### config.mk
export PLATFORM = sky130hd
export DESIGN_NAME = teclado_matricial_scanner
export DESIGN_NICKNAME = d
export VERILOG_FILES = /design/src/rtl/teclado_matricial_scanner.sv
export SDC_FILE = /design/constraint.sdc
export NUM_CORES = 1
export LEC_CHECK = 0
export CAP_MARGIN = 10
export CORE_UTILIZATION = 63
export DETAILED_ROUTE_END_ITERATION = 10
export GPL_TIMING_DRIVEN = 0
export PLACE_DENSITY = 0.82
export RECOVER_POWER = 100
export SKIP_CTS_REPAIR_TIMING = 1
export SLEW_MARGIN = 15
export SYNTH_ARGS = -nofsm -noshare
export SYNTH_HDL_FRONTEND = slang
export SYNTH_SLANG_ARGS = --single-unit
### constraint.sdc
create_clock -name clk -period 21.5 [get_ports clk]
set_input_delay 4.3 -clock clk [delete_from_list [all_inputs] [get_ports clk]]
set_output_delay 4.3 -clock clk [all_outputs]
set_load 0.02 [all_outputs]
### src/rtl/teclado_matricial_scanner.sv
// 4x4 matrix keypad scanner: one-hot active-low row drive, synchronized column sampling,
// and a debounce FSM that emits one key_valid pulse per accepted press.
module teclado_matricial_scanner #(
  parameter int ROW_CYCLES     = 4,
  parameter int DEBOUNCE_SCANS = 3
) (
  input  logic       clk,
  input  logic       rst,
  input  logic [3:0] matricial_col,
  output logic [3:0] matricial_lin,
  output logic       key_valid,
  output logic [3:0] key_code,
  output logic       key_held
);

  localparam int PW = (ROW_CYCLES > 1) ? $clog2(ROW_CYCLES) : 1;
  localparam int CW = $clog2(DEBOUNCE_SCANS + 1);
  localparam logic [PW-1:0] LAST_PHASE = PW'(ROW_CYCLES - 1);
  localparam logic [CW-1:0] DEB_TARGET = CW'(DEBOUNCE_SCANS);

  typedef enum logic [1:0] {IDLE, DEB_PRESS, PRESSED, DEB_REL} state_t;

  logic [3:0]    col_s1, col_s2;
  logic [1:0]    row_idx;
  logic [PW-1:0] phase;
  logic [11:0]   hits;
  logic [15:0]   scan_hits;
  logic [4:0]    hit_count;
  logic [3:0]    hit_idx;
  logic          scan_end, scan_none, scan_single;
  logic [3:0]    scan_code;

  state_t        state, state_n;
  logic [CW-1:0] cnt, cnt_n;
  logic [3:0]    cand, cand_n;
  logic          accept;

  function automatic logic [3:0] key_map(input logic [3:0] idx);
    case (idx)
      4'd0:  key_map = 4'h1;  4'd1:  key_map = 4'h2;  4'd2:  key_map = 4'h3;  4'd3:  key_map = 4'hA;
      4'd4:  key_map = 4'h4;  4'd5:  key_map = 4'h5;  4'd6:  key_map = 4'h6;  4'd7:  key_map = 4'hB;
      4'd8:  key_map = 4'h7;  4'd9:  key_map = 4'h8;  4'd10: key_map = 4'h9;  4'd11: key_map = 4'hC;
      4'd12: key_map = 4'hE;  4'd13: key_map = 4'h0;  4'd14: key_map = 4'hF;  default: key_map = 4'hD;
    endcase
  endfunction

  // Column synchronizer, row/phase sequencer and per-row hit capture for rows 0-2.
  always_ff @(posedge clk) begin
    // NOTE: sequential state uses non-blocking assignments so every register samples pre-edge values.
    if (rst) begin
      col_s1  <= 4'hF;
      col_s2  <= 4'hF;
      row_idx <= '0;
      phase   <= '0;
      hits    <= '0;
    end else begin
      col_s1 <= matricial_col;
      col_s2 <= col_s1;
      if (phase == LAST_PHASE) begin
        phase   <= '0;
        row_idx <= row_idx + 2'd1;
        case (row_idx)
          2'd0:    hits[3:0]  <= ~col_s2;
          2'd1:    hits[7:4]  <= ~col_s2;
          2'd2:    hits[11:8] <= ~col_s2;
          default: ;
        endcase
      end else begin
        phase <= phase + PW'(1);
      end
    end
  end

  // Row 3 is taken straight from the synchronizer at the scan-end clock.
  assign scan_end  = (row_idx == 2'd3) && (phase == LAST_PHASE);
  assign scan_hits = {~col_s2, hits};

  always_comb begin
    // NOTE: every combinational output gets a default first so no latch is inferred.
    hit_count = '0;
    hit_idx   = '0;
    for (int i = 0; i < 16; i++) begin
      if (scan_hits[i]) begin
        hit_count = hit_count + 5'd1;
        hit_idx   = 4'(i);
      end
    end
  end

  assign scan_none   = (hit_count == 5'd0);
  assign scan_single = (hit_count == 5'd1);
  assign scan_code   = key_map(hit_idx);

  // State register plus the registered key outputs.
  always_ff @(posedge clk) begin
    if (rst) begin
      state     <= IDLE;
      cnt       <= '0;
      cand      <= '0;
      key_valid <= 1'b0;
      key_code  <= 4'h0;
    end else begin
      state     <= state_n;
      cnt       <= cnt_n;
      cand      <= cand_n;
      key_valid <= accept;
      if (accept) key_code <= cand_n;
    end
  end

  // Next-state logic; the FSM only moves on scan-end clocks.
  always_comb begin
    state_n = state;
    cnt_n   = cnt;
    cand_n  = cand;
    accept  = 1'b0;
    if (scan_end) begin
      case (state)
        IDLE: begin
          if (scan_single) begin
            cand_n = scan_code;
            cnt_n  = CW'(1);
            if (DEBOUNCE_SCANS == 1) begin
              accept  = 1'b1;
              state_n = PRESSED;
            end else begin
              state_n = DEB_PRESS;
            end
          end
        end
        DEB_PRESS: begin
          if (scan_single) begin
            if (scan_code == cand) begin
              cnt_n = cnt + CW'(1);
            end else begin
              cand_n = scan_code;
              cnt_n  = CW'(1);
            end
            if (cnt_n == DEB_TARGET) begin
              accept  = 1'b1;
              state_n = PRESSED;
            end
          end else begin
            cnt_n   = '0;
            state_n = IDLE;
          end
        end
        PRESSED: begin
          if (scan_none) begin
            cnt_n   = CW'(1);
            state_n = (DEBOUNCE_SCANS == 1) ? IDLE : DEB_REL;
          end
        end
        default: begin
          if (scan_none) begin
            cnt_n = cnt + CW'(1);
            if (cnt_n == DEB_TARGET) state_n = IDLE;
          end else begin
            state_n = PRESSED;
          end
        end
      endcase
    end
  end

  // Outputs decoded from state and row index.
  always_comb begin
    matricial_lin = ~(4'b0001 << row_idx);
    key_held      = (state == PRESSED) || (state == DEB_REL);
  end

endmodule
==> reports/results.ini, run 1 <==
[synthesis]
yosysWarningCount = 0
synth_cells = 465
synth.distinct_cells = 75
synth_ff_type = dfxtp_1
yosysSeqAreaShare_pct = 19.8
async_flop_share_pct = 0
ys_ff_latch = 37
synth_area_per_cell_um2 = 8.04
synth-edff-count = 0
synth_area_um2 = 3740
syn_nets = 501

[drt]
drc = 0
drt-total-wl_um = 8180
first_pass_iters = 5
drt_iter0_drc = 154
wl_per_cell_um = 14.6
vias = 3273
ant_nets = 0
via_per_inst = 5.86

[placed_design]
portBuffers = 14
place_area_um2 = 3970
gp_congestion = 0.903
pre_cts_ws_ps = 11330
dp.final_hpwl_um = 6250

[layout]
antenna_cells = 0
fin_nets = 522
drive_gt1_share_pct = 9.45
final_common_cell = nand2_1
final_area_um2 = 4100
layout_common_cells = nand2_1 (44), nor2_1 (40), dfxtp_1 (37)
syn_to_final_growth_pct = 9.61

[clock_tree]
cts_tree = built
numCtsBuffers = 5
cts.htree.levels = 2
root_buffer = clkbuf_8
clk_latency_ps = 300
cts_sinks = 37
clockBufferDepth = 2
clk_pin_slew_ps = 80

[power_and_ir_drop]
power_uw = 220
cellLeakagePower_uw = 0.00171
power_density_nw_per_um2 = 53.7
ir_worst_vdd_uv = 60.5

[global_route]
grt_max_degree = 14
grt_pass1_vias = 3178
antenna_found_initial = 0
grt_usage_pct = 27.7
grt_pass1_wl_um = 13900
grt_overflow = 0

[timing]
setup_viol = 0
max_slew_margin_pct = 60.6
holdWs_ps = 403
clock_skew_ps = 7.97
fmax_ghz = 0.0961
rsz0062_at_grt = no
tns_ps = 0
final.period_utilization_pct = 48.4
fin_ws_ps = 11100
worstMarginPinSlew_ps = 592
maxSlewViolCount = 0
hold_violations = 0
period_minus_slack_ps = 10400

[floorplan]
ios = 16
die_area_um2 = 6240
rows = 27
core_um2 = 5610
start_util_pct = 66.6
die_y_um = 79.0
die_x_um = 79.0

[setup_path]
critical_path.max_fanout = 6
required_ps = 21700
end_kind = flip-flop
cpPeakStageDelay_ps = 440
worst_path_max_delay_cell = or3_1
path_class = flip-flop to flip-flop
critPathArrivalTime_ps = 10600
crit_top_cell = ha_1
cp-start-kind = flip-flop

[run]
cap_violations = 0

[hold_path]
hold_class = flip-flop to flip-flop

[run_status]
status = completed

## cells in the mapped netlist, drive strengths merged (3+ instances only)
library cell  number  area [µm²]
nand2             44         165
nor2              40         150
dfxtp             37         741
inv               33         124
ha                30         375
xnor2             28         302
a21oi             23         115
clkbuf            21        78.8
o21ai             20         100
a211oi            16         120
or2               14        87.6
xor2              14         130
nand3             11        60.1
mux2i              9        93.8
nor3               9        45.0
and2               8        50.1
xnor3              8         185
nor2b              7        43.8
mux2               6        67.6
buf                5        31.3
nand4              5        31.3
o22ai              5        31.3
o31ai              5        37.5
and3               4        25.0
nor3b              4        35.0
nor4               4        25.0
o21a               4        30.0
or3                4        30.0
o211ai             3        22.5
o21bai             3        22.5
or4                3        22.5
## area by class of cell
type / count / area, µm²
Buffer: 26 / 110
Sequential cell: 37 / 741
Clock buffer: 5 / 68.8
Clock inverter: 3 / 68.8
Inverter: 33 / 124
Tap cell: 72 / 90.1
Multi-Input combinational cell: 369 / 2750
Fill cell: 456 / 1510
Timing Repair Buffer: 14 / 140
## final timing paths
kind | from | to | slack [ps] | cells past startpoint
min reg2reg | col_s1[3] | col_s2[3] | 400 | 1
min | col_s1[3] | col_s2[3] | 400 | 1
max | hits[0] | cnt[0] | 11100 | 48
max reg2reg | hits[0] | cnt[0] | 11100 | 48
## sequential cells by signal, summed over array words and instances, names as in the netlist
signal     count
cand           4
cnt            2
col_s1         4
col_s2         4
hits          12
key_code       4
key_valid      1
phase          2
row_idx        2
state          2
## report_power, final
part,leakage [µW],switching [µW],internal (µW)
logic,0.00134,42.8,32.0
clock network,0.0000687,26.7,46.7
registers,0.000301,1.19,70.4
## routing by layer
layer	GRT usage [%]	part of all wire [%]
met2	51.7	50
met5	0	0
met4	8.73	1.9
met3	3.33	3.7
met1	32.6	45
## metrics by stage
step	utilization [%]	std cells
2_1_floorplan	-	465
4_1_cts	73.2	559
5_1_grt	73.0	559
6_report	73.0	559
3_5_place_dp	70.7	551
3_3_place_gp	70.7	551
## worst max-delay path, delay by kind of cell (launching register included)
kind / cells / cell delay, ps
buf+inv: 4 / 260
compound gates: 12 / 2230
fa+ha+maj: 14 / 4110
xor+xnor: 1 / 210
mux: 6 / 1470
simple gates: 11 / 1670
flops: 1 / 370
## logic make-up after synthesis
logic type      share of synthesized area [%]
buf+inv                                  6.26
fa+ha+maj                                10.0
xor+xnor                                 17.8
compound gates                           19.9
flops                                    19.8
mux                                      4.32
simple gates                             21.9
Power figures use the tool's default switching activity.
==> run 2: changes to the inputs <==
--- a/config.mk
+++ b/config.mk
@@ -6,10 +6,10 @@
 export NUM_CORES = 1
 export LEC_CHECK = 0
 export CAP_MARGIN = 10
-export CORE_UTILIZATION = 63
+export CORE_UTILIZATION = 62
 export DETAILED_ROUTE_END_ITERATION = 10
 export GPL_TIMING_DRIVEN = 0
-export PLACE_DENSITY = 0.82
+export PLACE_DENSITY = 0.81
 export RECOVER_POWER = 100
 export SKIP_CTS_REPAIR_TIMING = 1
 export SLEW_MARGIN = 15
==> constraint.sdc (replaced) <==
create_clock -name clk -period 10.2 [get_ports clk]
set_input_delay 2.04 -clock clk [delete_from_list [all_inputs] [get_ports clk]]
set_output_delay 2.04 -clock clk [all_outputs]
set_load 0.02 [all_outputs]
==> reports/results.ini, run 2 (same netlist as run 1, synthesis figures left out) <==
[power_and_ir_drop]
p_switching_uw = 152  ; +110%
ir_worst_vdd_uv = 114  ; +89%
pwr-share-clk_pct = 27.8  ; -5.6 points
power.share.combinational_pct = 38.8  ; +4.8 points
power.internal_uw = 301  ; +100%
pwr-share-seq_pct = 33.4  ; +0.8 points
cellLeakagePower_uw = 0.00173  ; +1.4%
power_density_nw_per_um2 = 107  ; +100%
switching_share_pct = 33.5  ; +1.4 points

[floorplan]
die_x_um = 79.6  ; +0.78%
core_um2 = 5640  ; +0.60%
die_area_um2 = 6340  ; +1.6%
start_util_pct = 66.2  ; -0.40 points
die_y_um = 79.6  ; +0.78%
ios = 16  ; unchanged
rows = 27  ; unchanged

[global_route]
grt_overflow = 0  ; unchanged
antenna_found_initial = 0  ; unchanged
grt_pass1_vias = 3077  ; -3.2%
grt_pass1_wl_um = 13500  ; -2.6%
grt_usage_pct = 26.7  ; -0.98 points
grt_max_degree = 13  ; -1

[layout]
largest-register = hits
drive_gt1_share_pct = 14.3  ; +4.8 points
nFillCells = 443  ; -2.9%
largest_reg_flops = 12  ; unchanged
layout_common_cells = nand2_1 (44), nor2_1 (38), dfxtp_1 (37)
register_area_um2 = 741  ; unchanged
fin_nets = 525  ; +0.57%
syn_to_final_growth_pct = 12.9
multi_input_area_um2 = 2880  ; +4.4%
antenna_cells = 0  ; unchanged
final_common_cell = nand2_1
stdcell_count = 562  ; +0.54%

[setup_path]
path_buf_inv = 3  ; -1
cpPeakStageDelay_ps = 390  ; -50 ps
crit_top_cell = ha_1
crit_family = adder cells
critPathArrivalTime_ps = 9890  ; -710 ps
cp-start-kind = flip-flop
critical_path.max_fanout = 6  ; unchanged
path_class = flip-flop to flip-flop
required_ps = 10420  ; -11,280 ps
end_kind = flip-flop
worst_path_max_delay_cell = or4_1
ff2ff_setup_slack_ps = 530  ; -10,570 ps

[timing]
fmax_ghz = 0.103  ; +7.6%
rsz0062_at_grt = no
setup_viol = 0  ; unchanged
tns_ps = 0  ; unchanged
clock_skew_ps = 7.31  ; -0.669 ps
hold_violations = 0  ; unchanged
worstMarginPinSlew_ps = 645  ; +53.2 ps
period_minus_slack_ps = 9670  ; -731 ps
maxSlewViolCount = 0  ; unchanged
final.period_utilization_pct = 94.8  ; +46 points
max_slew_margin_pct = 57.0  ; -3.5 points

[hold_path]
hold_class = flip-flop to flip-flop

[clock_tree]
numCtsBuffers = 5  ; unchanged
clk_latency_ps = 290  ; about the same
cts.htree.levels = 2  ; unchanged
root_buffer = clkbuf_8
clockBufferDepth = 2  ; unchanged
cts_sinks = 37  ; unchanged
clk_pin_slew_ps = 70  ; about the same
cts_tree = built

[drt]
ant_nets = 0  ; unchanged
first_pass_iters = 5  ; unchanged
wl_per_cell_um = 14.6  ; -0.53%
drt-total-wl_um = 8180  ; unchanged
vias = 3326  ; +1.6%
via_per_inst = 5.92  ; +1.1%
drc = 0  ; unchanged
drt_iter0_drc = 112  ; -27%

[placed_design]
dp_cells = 551  ; unchanged
dp.final_hpwl_um = 6170  ; -1.3%
gp_congestion = 0.916  ; +1.5%
portBuffers = 14  ; unchanged

[run_status]
status = completed

[run]
cap_violations = 0  ; unchanged

==> run 2: area by class of cell <==
cell class,count,share of cell area (%)
inverter,33,2.94
multi-input combinational,369,68.2
sequential,37,17.6
clock inverter,2,0.920
clock buffer,6,1.72
tap,72,2.14
buffer,25,2.52
timing repair buffer,18,4.03
==> run 2: worst reg2reg max path: cells and delay by family (launching register included) <==
family	cells	cell delay (ps)
DFF	1	330
AOI/OAI and AO/OA	12	1630
and+or+nand+nor	13	2140
muxes	6	1380
buffers and inverters	3	290
adders and majority gates	14	3840
==> run 2: metrics by stage <==
stage          setup slack, ps  total power (µW)  hold WS, ps  area [µm²]  utilization [%]
6_report                   530               453          409        4220             74.8
5_1_grt                   10.1               478          426        4220             74.8
4_1_cts                  -30.4               438          409        4080             72.3
3_5_place_dp              12.4               310          394        3970             70.3
3_3_place_gp               210               305          392        3970             70.3
2_1_floorplan              862               282          389        3740                -
==> run 2: path summary, 6_finish.rpt <==
check                 start   endpoint  depth (start not counted)
hold / removal    col_s1[3]  col_s2[3]                          1
setup reg to reg    hits[0]     cnt[1]                         48
hold reg to reg   col_s1[3]  col_s2[3]                          1
setup / recovery    hits[0]     cnt[1]                         48
==> run 2: routing by layer <==
layer  share of wire (%)  up-vias  track usage [%]
met4                0.88        0             7.45
li1                    -     1687                -
met3                 4.0        9             3.20
met5                   0        -                0
met1                  44     1555             31.2
met2                  51       75             50.4
==> run 2: power by group through the flow <==
stage | Clock, µW | Sequential, µW | Combinational (µW)
2_1_floorplan | 0 | 154 | 129
3_3_place_gp | 0 | 154 | 151
3_5_place_dp | 0 | 154 | 156
4_1_cts | 129 | 151 | 158
5_1_grt | 133 | 152 | 193
6_report | 126 | 151 | 176
